$ cat config.mk
export PLATFORM = sky130hd
export DESIGN_NAME = dm_port_arbiter_flat
export DESIGN_NICKNAME = d
export VERILOG_FILES = /design/src/rtl/dm_port_arbiter_if.sv /design/src/rtl/dm_port_arbiter.sv /design/src/flat_wrapper.sv
export SDC_FILE = /design/constraint.sdc
export NUM_CORES = 1
export LEC_CHECK = 0
export BUFFER_PORTS_ARGS = -buffer_cell sky130_fd_sc_hd__buf_2
export CAP_MARGIN = 10
export CORE_ASPECT_RATIO = 0.5
export CORE_MARGIN = 2
export CORE_UTILIZATION = 36
export DETAILED_ROUTE_END_ITERATION = 12
export SLEW_MARGIN = 40
export SYNTH_ARGS = -nofsm -noshare
export SYNTH_HDL_FRONTEND = slang
export SYNTH_SLANG_ARGS = --single-unit
$ cat constraint.sdc
create_clock -name clk -period 4.7 [get_ports clk]
set_input_delay 0.94 -clock clk [delete_from_list [all_inputs] [get_ports clk]]
set_output_delay 0.94 -clock clk [all_outputs]
set_load 0.03 [all_outputs]
$ cat src/rtl/dm_port_arbiter_if.sv
// Requester and memory-side signals of the two-port data memory arbiter.
// The arbiter connects through the slave modport; requesters and the memory drive the master side.
interface dm_port_arbiter_if #(
    parameter int AW = 10,
    parameter int DW = 32
);
    logic          req0, req1;
    logic          we0, we1;
    logic [AW-1:0] addr0, addr1;
    logic [DW-1:0] wdata0, wdata1;
    logic          gnt0, gnt1;
    logic          done0, done1;
    logic          err0, err1;
    logic [DW-1:0] rdata0, rdata1;
    logic [AW-1:0] mem_addr;
    logic [DW-1:0] mem_din;
    logic          mem_we, mem_re;
    logic [DW-1:0] mem_dout;

    modport slave (
        input  req0, req1, we0, we1, addr0, addr1, wdata0, wdata1, mem_dout,
        output gnt0, gnt1, done0, done1, err0, err1, rdata0, rdata1,
               mem_addr, mem_din, mem_we, mem_re
    );

    modport master (
        output req0, req1, we0, we1, addr0, addr1, wdata0, wdata1, mem_dout,
        input  gnt0, gnt1, done0, done1, err0, err1, rdata0, rdata1,
               mem_addr, mem_din, mem_we, mem_re
    );
endinterface

$ cat src/rtl/dm_port_arbiter.sv
// Round-robin arbiter sharing one single-ported data memory between two requesters,
// one transaction in flight, with registered strobes and per-port read data/done/err.
module dm_port_arbiter #(
    parameter int AW      = 10,
    parameter int DW      = 32,
    parameter int DEPTH   = 32,
    parameter int MEM_LAT = 1
) (
    input logic              clk,
    input logic              rst_n,
    dm_port_arbiter_if.slave bus
);
    typedef enum logic [1:0] {IDLE, ACCESS, WAIT, DONE} state_t;

    localparam logic [AW:0] LIM = (AW + 1)'(DEPTH);

    state_t             state;
    logic               last, port, we_q, oor_q;
    logic [3:0]         cnt;
    logic [1:0]         req, we, gnt, done, err;
    logic [1:0][AW-1:0] addr;
    logic [1:0][DW-1:0] wdata, rdata;
    logic               win, in_range, to_done;

    assign req   = {bus.req1, bus.req0};
    assign we    = {bus.we1, bus.we0};
    assign addr  = {bus.addr1, bus.addr0};
    assign wdata = {bus.wdata1, bus.wdata0};

    // On a tie the port that did not win last time goes first.
    assign win      = (req[0] & req[1]) ? ~last : req[1];
    assign in_range = {1'b0, addr[win]} < LIM;
    assign to_done  = (state == ACCESS && MEM_LAT == 1) || (state == WAIT && cnt == 4'd1);

    always_ff @(posedge clk or negedge rst_n) begin
        if (!rst_n) begin
            state        <= IDLE;
            last         <= 1'b1;
            port         <= 1'b0;
            we_q         <= 1'b0;
            oor_q        <= 1'b0;
            cnt          <= '0;
            gnt          <= '0;
            done         <= '0;
            err          <= '0;
            rdata        <= '0;
            bus.mem_addr <= '0;
            bus.mem_din  <= '0;
            bus.mem_we   <= 1'b0;
            bus.mem_re   <= 1'b0;
        end else begin
            gnt          <= '0;
            done         <= '0;
            err          <= '0;
            bus.mem_addr <= '0;
            bus.mem_din  <= '0;
            bus.mem_we   <= 1'b0;
            bus.mem_re   <= 1'b0;
            case (state)
                IDLE: if (|req) begin
                    port     <= win;
                    last     <= win;
                    we_q     <= we[win];
                    oor_q    <= ~in_range;
                    gnt[win] <= 1'b1;
                    state    <= ACCESS;
                    // Strobes are registered here so they line up with the grant cycle.
                    if (in_range) begin
                        bus.mem_addr <= addr[win];
                        bus.mem_din  <= we[win] ? wdata[win] : '0;
                        bus.mem_we   <= we[win];
                        bus.mem_re   <= ~we[win];
                    end
                end
                ACCESS: begin
                    cnt   <= 4'(MEM_LAT - 1);
                    state <= (MEM_LAT > 1) ? WAIT : DONE;
                end
                WAIT: begin
                    cnt <= cnt - 4'd1;
                    if (cnt == 4'd1) state <= DONE;
                end
                DONE:    state <= IDLE;
                default: state <= IDLE;
            endcase
            // Read data is valid from memory exactly on the edge that enters DONE.
            if (to_done) begin
                done[port] <= 1'b1;
                if (oor_q) begin
                    err[port]   <= 1'b1;
                    rdata[port] <= '0;
                end else if (!we_q) begin
                    rdata[port] <= bus.mem_dout;
                end
            end
        end
    end

    assign bus.gnt0   = gnt[0];
    assign bus.gnt1   = gnt[1];
    assign bus.done0  = done[0];
    assign bus.done1  = done[1];
    assign bus.err0   = err[0];
    assign bus.err1   = err[1];
    assign bus.rdata0 = rdata[0];
    assign bus.rdata1 = rdata[1];
endmodule

$ cat src/flat_wrapper.sv
// flat-port wrapper written by rule: the top's interface ports become plain ports
module dm_port_arbiter_flat 
#(
    parameter int AW      = 10,
    parameter int DW      = 32,
    parameter int DEPTH   = 32,
    parameter int MEM_LAT = 1
)
  (clk, rst_n, bus_req0, bus_req1, bus_we0, bus_we1, bus_addr0, bus_addr1, bus_wdata0, bus_wdata1, bus_mem_dout, bus_gnt0, bus_gnt1, bus_done0, bus_done1, bus_err0, bus_err1, bus_rdata0, bus_rdata1, bus_mem_addr, bus_mem_din, bus_mem_we, bus_mem_re);
  dm_port_arbiter_if #(.AW(AW), .DW(DW)) bus_i ();
  input logic clk;
  input logic rst_n;
  input wire logic [$bits(bus_i.req0)-1:0] bus_req0;
  input wire logic [$bits(bus_i.req1)-1:0] bus_req1;
  input wire logic [$bits(bus_i.we0)-1:0] bus_we0;
  input wire logic [$bits(bus_i.we1)-1:0] bus_we1;
  input wire logic [$bits(bus_i.addr0)-1:0] bus_addr0;
  input wire logic [$bits(bus_i.addr1)-1:0] bus_addr1;
  input wire logic [$bits(bus_i.wdata0)-1:0] bus_wdata0;
  input wire logic [$bits(bus_i.wdata1)-1:0] bus_wdata1;
  input wire logic [$bits(bus_i.mem_dout)-1:0] bus_mem_dout;
  output wire logic [$bits(bus_i.gnt0)-1:0] bus_gnt0;
  output wire logic [$bits(bus_i.gnt1)-1:0] bus_gnt1;
  output wire logic [$bits(bus_i.done0)-1:0] bus_done0;
  output wire logic [$bits(bus_i.done1)-1:0] bus_done1;
  output wire logic [$bits(bus_i.err0)-1:0] bus_err0;
  output wire logic [$bits(bus_i.err1)-1:0] bus_err1;
  output wire logic [$bits(bus_i.rdata0)-1:0] bus_rdata0;
  output wire logic [$bits(bus_i.rdata1)-1:0] bus_rdata1;
  output wire logic [$bits(bus_i.mem_addr)-1:0] bus_mem_addr;
  output wire logic [$bits(bus_i.mem_din)-1:0] bus_mem_din;
  output wire logic [$bits(bus_i.mem_we)-1:0] bus_mem_we;
  output wire logic [$bits(bus_i.mem_re)-1:0] bus_mem_re;
  assign bus_i.req0 = bus_req0;
  assign bus_i.req1 = bus_req1;
  assign bus_i.we0 = bus_we0;
  assign bus_i.we1 = bus_we1;
  assign bus_i.addr0 = bus_addr0;
  assign bus_i.addr1 = bus_addr1;
  assign bus_i.wdata0 = bus_wdata0;
  assign bus_i.wdata1 = bus_wdata1;
  assign bus_i.mem_dout = bus_mem_dout;
  assign bus_gnt0 = bus_i.gnt0;
  assign bus_gnt1 = bus_i.gnt1;
  assign bus_done0 = bus_i.done0;
  assign bus_done1 = bus_i.done1;
  assign bus_err0 = bus_i.err0;
  assign bus_err1 = bus_i.err1;
  assign bus_rdata0 = bus_i.rdata0;
  assign bus_rdata1 = bus_i.rdata1;
  assign bus_mem_addr = bus_i.mem_addr;
  assign bus_mem_din = bus_i.mem_din;
  assign bus_mem_we = bus_i.mem_we;
  assign bus_mem_re = bus_i.mem_re;
  dm_port_arbiter #(.AW(AW), .DW(DW), .DEPTH(DEPTH), .MEM_LAT(MEM_LAT)) u_core (.clk(clk), .rst_n(rst_n), .bus(bus_i));
endmodule
=== Yosys cells after proc, flatten, opt, wreduce, memory -nomap -nowiden ===
Cells that the tools add are included.

* Add/subtract/negate cells: 1
* Magnitude comparators: 5
* Equal/unequal tests: 7
* Muxes and demuxes: 38
* Bitwise logic cells: 6
* Reduce and logical (&&, ||, !) cells: 10

{| class="wikitable"
|+ Operators with widths
! operator !! number
|-
| 32-bit two-way mux || 7
|-
| 64-bit two-way mux || 2
|-
| 64-bit bitwise AND || 1
|-
| 64-bit bitwise mux || 1
|-
| 64-bit NOT || 1
|-
| 10-bit two-way mux || 5
|-
| 32-bit demux with 1-bit select || 1
|-
| 2-bit two-way mux || 7
|-
| 1-bit two-way mux || 11
|-
| 10-bit by 6-bit less-than comparator with 1-bit output, second input constant || 1
|-
| 2-bit case mux with 4 select lines || 1
|-
| 4-bit case mux with 2 select lines || 1
|-
| 2-bit AND reduction || 3
|-
| 2-bit == test, second input constant || 2
|-
| 4-bit by 1-bit == test with 1-bit output, second input constant || 1
|-
| 1-bit by 2-bit less-than comparator with 1-bit output, second input constant || 2
|-
| 2-bit != test, second input constant || 2
|-
| 4-bit by 1-bit subtractor with 4-bit output, second input constant || 1
|-
| 1-bit logical AND || 3
|-
| 1-bit NOT || 3
|-
| 1-bit demux with 1-bit select || 2
|-
| 2-bit by 1-bit == test with 1-bit output, second input constant || 1
|-
| 1-bit >= comparator, second input constant || 2
|-
| 2-bit zero test || 1
|-
| 5 further kinds || 5
|}

* Bits in registers: 124
* Bits of input ports: 122
* Output and inout port bits: 114
* Word-level logic and storage cells: 82

=== Logic depth before layout (Yosys ltp) ===
* Word-level depth: 8
* Mapped depth: 7
* Depth with buffers taken out: 5

=== Least setup slack after synthesis ===
No wires, ideal clock.

* Kind: input to register
* Start point: in bus_req0
* End point: reg u_core.bus.mem_din[10] (netlist bit)
* Arrival time: 2.097 ns
* Required time: 4.589 ns
* Path slack: 2.492 ns
* Cell stages on the path: 6
* Cells stage by stage: buf_2 a21bo_1 buf_6 mux2_4 buf_6 a2111oi_2

* Longest elaborated chain between the ends: 8
* Elaborated cells between the ends (all ways): 14
* Classes of those cells: order compare (1); mux (11); bitwise (1); reduce/logical (1)

{| class="wikitable"
|+ Ends and longest elaborated chain
! element !! line !! source
|-
| start: declaration || flat_wrapper.sv:13 || <nowiki>input wire logic [$bits(bus_i.req0)-1:0] bus_req0;</nowiki>
|-
| 1-bit bitwise AND || dm_port_arbiter.sv:31 || <nowiki>assign win = (req[0] & req[1]) ? ~last : req[1];</nowiki>
|-
| 1-bit two-way mux || dm_port_arbiter.sv:31 ||
|-
| 10-bit two-way mux (not written as such), or another cell as far along (2 in a row) || dm_port_arbiter.sv:32 || <nowiki>assign in_range = {1'b0, addr[win]} < LIM;</nowiki>
|-
| 10-bit by 6-bit less-than comparator with 1-bit output / 32-bit two-way mux (equally long branches) || dm_port_arbiter.sv:32, dm_port_arbiter.sv:70 ||
|-
| 32-bit two-way mux || dm_port_arbiter.sv:68 || <nowiki>if (in_range) begin</nowiki>
|-
| 32-bit two-way mux * || dm_port_arbiter.sv:60 || <nowiki>IDLE: if (|req) begin</nowiki>
|-
| 32-bit two-way mux * || dm_port_arbiter.sv:59 || <nowiki>case (state)</nowiki>
|-
| end signal: assignment || dm_port_arbiter.sv:70 || <nowiki>bus.mem_din <= we[win] ? wdata[win] : '0;</nowiki>
|-
| end: declaration || dm_port_arbiter_if.sv:23 || <nowiki>mem_addr, mem_din, mem_we, mem_re</nowiki>
|}

Mark *: on every way between the ends. The rest lies on a longest branch, timed or not. The select of a mux whose other input is x is not followed.
A chain may end at the register's enable or synchronous reset.

=== Worst setup path after layout ===
* Start point: reg u_core.state[0]
* End point: reg u_core.rdata (netlist bit u_core.bus.rdata1[15])

* Longest elaborated chain between the ends: 4
* Elaborated cells between the ends (all ways): 5
* Classes of those cells: eq/ne (2); reduce/logical (3)

{| class="wikitable"
|+ Ends and longest elaborated chain
! element !! line !! source
|-
| start: declaration || dm_port_arbiter.sv:17 || <nowiki>state_t state;</nowiki>
|-
| start signal: assignment || dm_port_arbiter.sv:77 || <nowiki>state <= (MEM_LAT > 1) ? WAIT : DONE;</nowiki>
|-
| 2-bit == test || dm_port_arbiter.sv:33 || <nowiki>assign to_done = (state == ACCESS && MEM_LAT == 1) || (state == WAIT && cnt == 4'd1);</nowiki>
|-
| 1-bit logical AND || dm_port_arbiter.sv:33 ||
|-
| 1-bit logical OR * || dm_port_arbiter.sv:33 ||
|-
| 2-bit AND reduction (no source line) * || -- ||
|-
| end signal: indexed assignment || dm_port_arbiter.sv:93 || <nowiki>rdata[port] <= bus.mem_dout;</nowiki>
|-
| end: declaration || dm_port_arbiter.sv:22 || <nowiki>logic [1:0][DW-1:0] wdata, rdata;</nowiki>
|}

Mark *: on every way between the ends. The rest lies on a longest branch, timed or not.

==> metrics.md <==
| Metric | Value |
|---|---|
| Status | finished clean |
| First-pass GRT wire length | 29.2 mm |
| Post-Syn Instances | 576 |
| Non-filler cells, final | 1029 |
| Initial DRT Pass Iterations | 5 |
| R2R Path Start | u_core.state[0] |
| Final setup margin | 2100 ps |
| Fraction of the mapped netlist area in adder cells | 1.22% |
| Starting density of the core | 37.1% |
| Relative slew slack | 51.5% |
| Reg area | 0.00311 mm^2 |
| Number of synthesized flops with an enable pin | 0 |
| Worst-Margin Slew | 728 ps |
| Gpl congestion | 0.761 |
| Grt met1 use | 25.7% |
| Drt drc | 0 |
| Clock tree from TritonCTS | built |
| Die Y-Extent | 96.4 um |
| Setup_tns | 0 ps |
| Crit Path Class | flip-flop to flip-flop |
| Tmin final | 2600 ps |
| Total Power | 3840 uW |
| Max-slew violations | 0 |
| ANT nets after route | 0 |
| Final Hold Viols | 0 |
| Top Usage Layer GRT | met2 |
| Ratio of cells with drive above 1 in the final layout | 41.0% |
| Hold wc startpoint | u_core.bus.rdata0[14] |
| Largest family of logic cells by synthesized area | simple AND/OR/NAND/NOR gates |
| Top FF cell, synth | dfrtp_1 |
| # setup viols final | 0 |
| Clk_skew | 11.5 ps |
| Crit path DAT | 2930 ps |
| Final wirelength | 18.4 mm |
| Post-CTS Resized | 0 |
| Initial antenna violation count | 2 |
| XOR/XNOR share of the synthesized area | 0% |
| Post-DR vias/cell | 5.31 |
| Clock Sinks | 124 |
| Critical Path Source | u_core.state[0] |
| Sequential area share after synthesis | 50.5% |
| VDD IR max | 0.341 mV |
| Multiplexer share of the synthesized area | 1.71% |
| CP required | 5030 ps |
| Worst slack, placed | 1830 ps |
| Layout area overhead | 32.4% |
| Nets@finish | 918 |
| Simple-Gate Fraction of Synth Area | 20.7% |
| Grt met2 use | 34.6% |
| Largest net degree at the start of global routing | 68 |
| Port Buf Inserts | 235 |
| Clock transition at path regs | 50 ps |
| Die area | 0.0182 mm^2 |
| RSZ-0062 raised after global routing | no |
| Commonest non-fill, non-tap cell in the layout | buf_2 |
| Lkg Pwr | 0.00433 uW |
| Grt total ovfl | 0 |
| Die Wd | 189 um |
| Area taken by multi-input logic gates | 0.00278 mm^2 |
| Core area | 0.0166 mm^2 |
| Syn. warnings | 0 |
| Bufs on Longest Clock Path | 2 |
| Most frequent cells in the layout | buf_2, dfrtp_1, nor2_1, nand2_1 |
| Tcrit/Tclk final | 55.2% |
| ANT cells | 0 |
| CP endpoint kind | flip-flop |
| Post-synthesis register bit count | 124 |
| Power density cells | 471 mW/mm^2 |
| H-tree depth | 4 |
| GRT Util Overall | 20.4% |
| Detailed Route Iter0 Violations | 398 |
| Max Clk Rate | 0.385 GHz |
| WL/cell | 17.9 um |
| Worst-Skew Late Latency | 400 ps |
| Routed via count | 5466 |
| Hold-fix buffers at CTS | 0 |
| CTS Root Cell | clkbuf_16 |
| Fill cell count | 1595 |
| Worst Path Max Fanout | 42 |
| Max Cap Violations | 0 |
| Post-CTS Repair Setup Buffers | 0 |
| Average size of a mapped cell | 10.7 um^2 |
| Placed Instances | 998 |
| DP HPWL | 12.3 mm |
| Met3 Usage GRT | 5.85% |
| Num rows | 33 |
| Number of global-route vias before repair | 5475 |
| Boundary Pins | 236 |
| CTS Buf Count | 17 |
| Post-route cell area | 0.00814 mm^2 |
| Tightest Hold Check Type | flip-flop to flip-flop |
| Asr flop ratio synth | 100% |
| Mapped cell area | 0.00614 mm^2 |
| Complex-gate fraction of the synthesized area | 20.4% |
| CP Launch Type | flip-flop |
| Yosys cell types | 38 |
| Post-DP Area | 0.00753 mm^2 |
-- flip-flops by register name, summed over array words and instances, names as in the netlist --
register and cells:
u_core.bus.mem_we 1, u_core.state 2, u_core.cnt 4, u_core.gnt 2, u_core.done 2, u_core.err 2, u_core.bus.rdata1 32, u_core.bus.mem_re 1
u_core.bus.rdata0 32, u_core.we_q 1, u_core.bus.mem_din 32, u_core.oor_q 1, u_core.bus.mem_addr 10, u_core.last 1, u_core.port 1
-- kinds of logic after synthesis --
group	count (synthesis)
muxes	10
and+or+nand+nor	251
AOI/OAI and AO/OA	114
other	1
DFF	124
adders and majority gates	6
buffers and inverters	70
-- metrics by stage --
step / hold slack (ps) / util [%]
floorplan: 505 / -
global placement: 507 / 45.0
detailed placement: 514 / 45.5
CTS: 533 / 49.1
global route: 549 / 49.1
finish: 531 / 49.1
-- metal layers --
layer	part of all wire, %	vias to the layer above
li1	-	2526
met1	44	2751
met2	49	169
met3	6.0	16
met4	0.85	4
met5	0.15	-
-- report_power, final --
part	switching, uW	internal, uW
Clock	468	910
Sequential	119	1170
Combinational	806	361
-- worst paths after layout --
check / depth (start not counted) / end / slack [ps]
max: 6 / u_core.bus.rdata1[15] / 2100
min: 1 / u_core.bus.rdata0[14] / 530
max reg2reg: 6 / u_core.bus.rdata1[15] / 2100
min reg2reg: 1 / u_core.bus.rdata0[14] / 530
max in group asynchronous: 2 / u_core.we_q / 3050
min in group asynchronous: 1 / u_core.bus.mem_din[9] / 570
-- cell type report --
type                            instances  share of cell area, %
Clock buffer                           23                   5.75
Clock inverter                          8                   1.72
Inverter                               13                  0.630
Multi-Input combinational cell        386                   34.2
Sequential cell                       124                   38.2
Tap cell                              227                   3.49
Timing Repair Buffer                  248                   16.1
-- critical path: stages, from the launching register on --
cell and delay (ps):
dfrtp_1 390, inv_1 110, ha_1 200, nor4bb_2 650
or2_4 580, buf_4 380, a221o_1 190
-- cell usage after synthesis, types with 2 or more instances --
cell       number  area [um^2]
nand2b_1       34          213
nor2_1         69          259
nor4_1          2         12.5
a2111oi_2      32          480
clkbuf_1       33          124
nor4_2          6         75.1
inv_1           9         33.8
ha_1            6         75.1
o21ai_1         3         15.0
nor3_1          2         10.0
or2_1           2         12.5
nand2_1        68          255
o21ai_0         3         15.0
buf_6           5         56.3
mux2i_1         9         90.1
a221o_1        64          641
buf_2          18         90.1
and3_1         64          400
dfrtp_1       123         3080
inv_2           4         15.0
o32a_1          3         30.0
No activity file was read; power rests on OpenSTA's default activity.
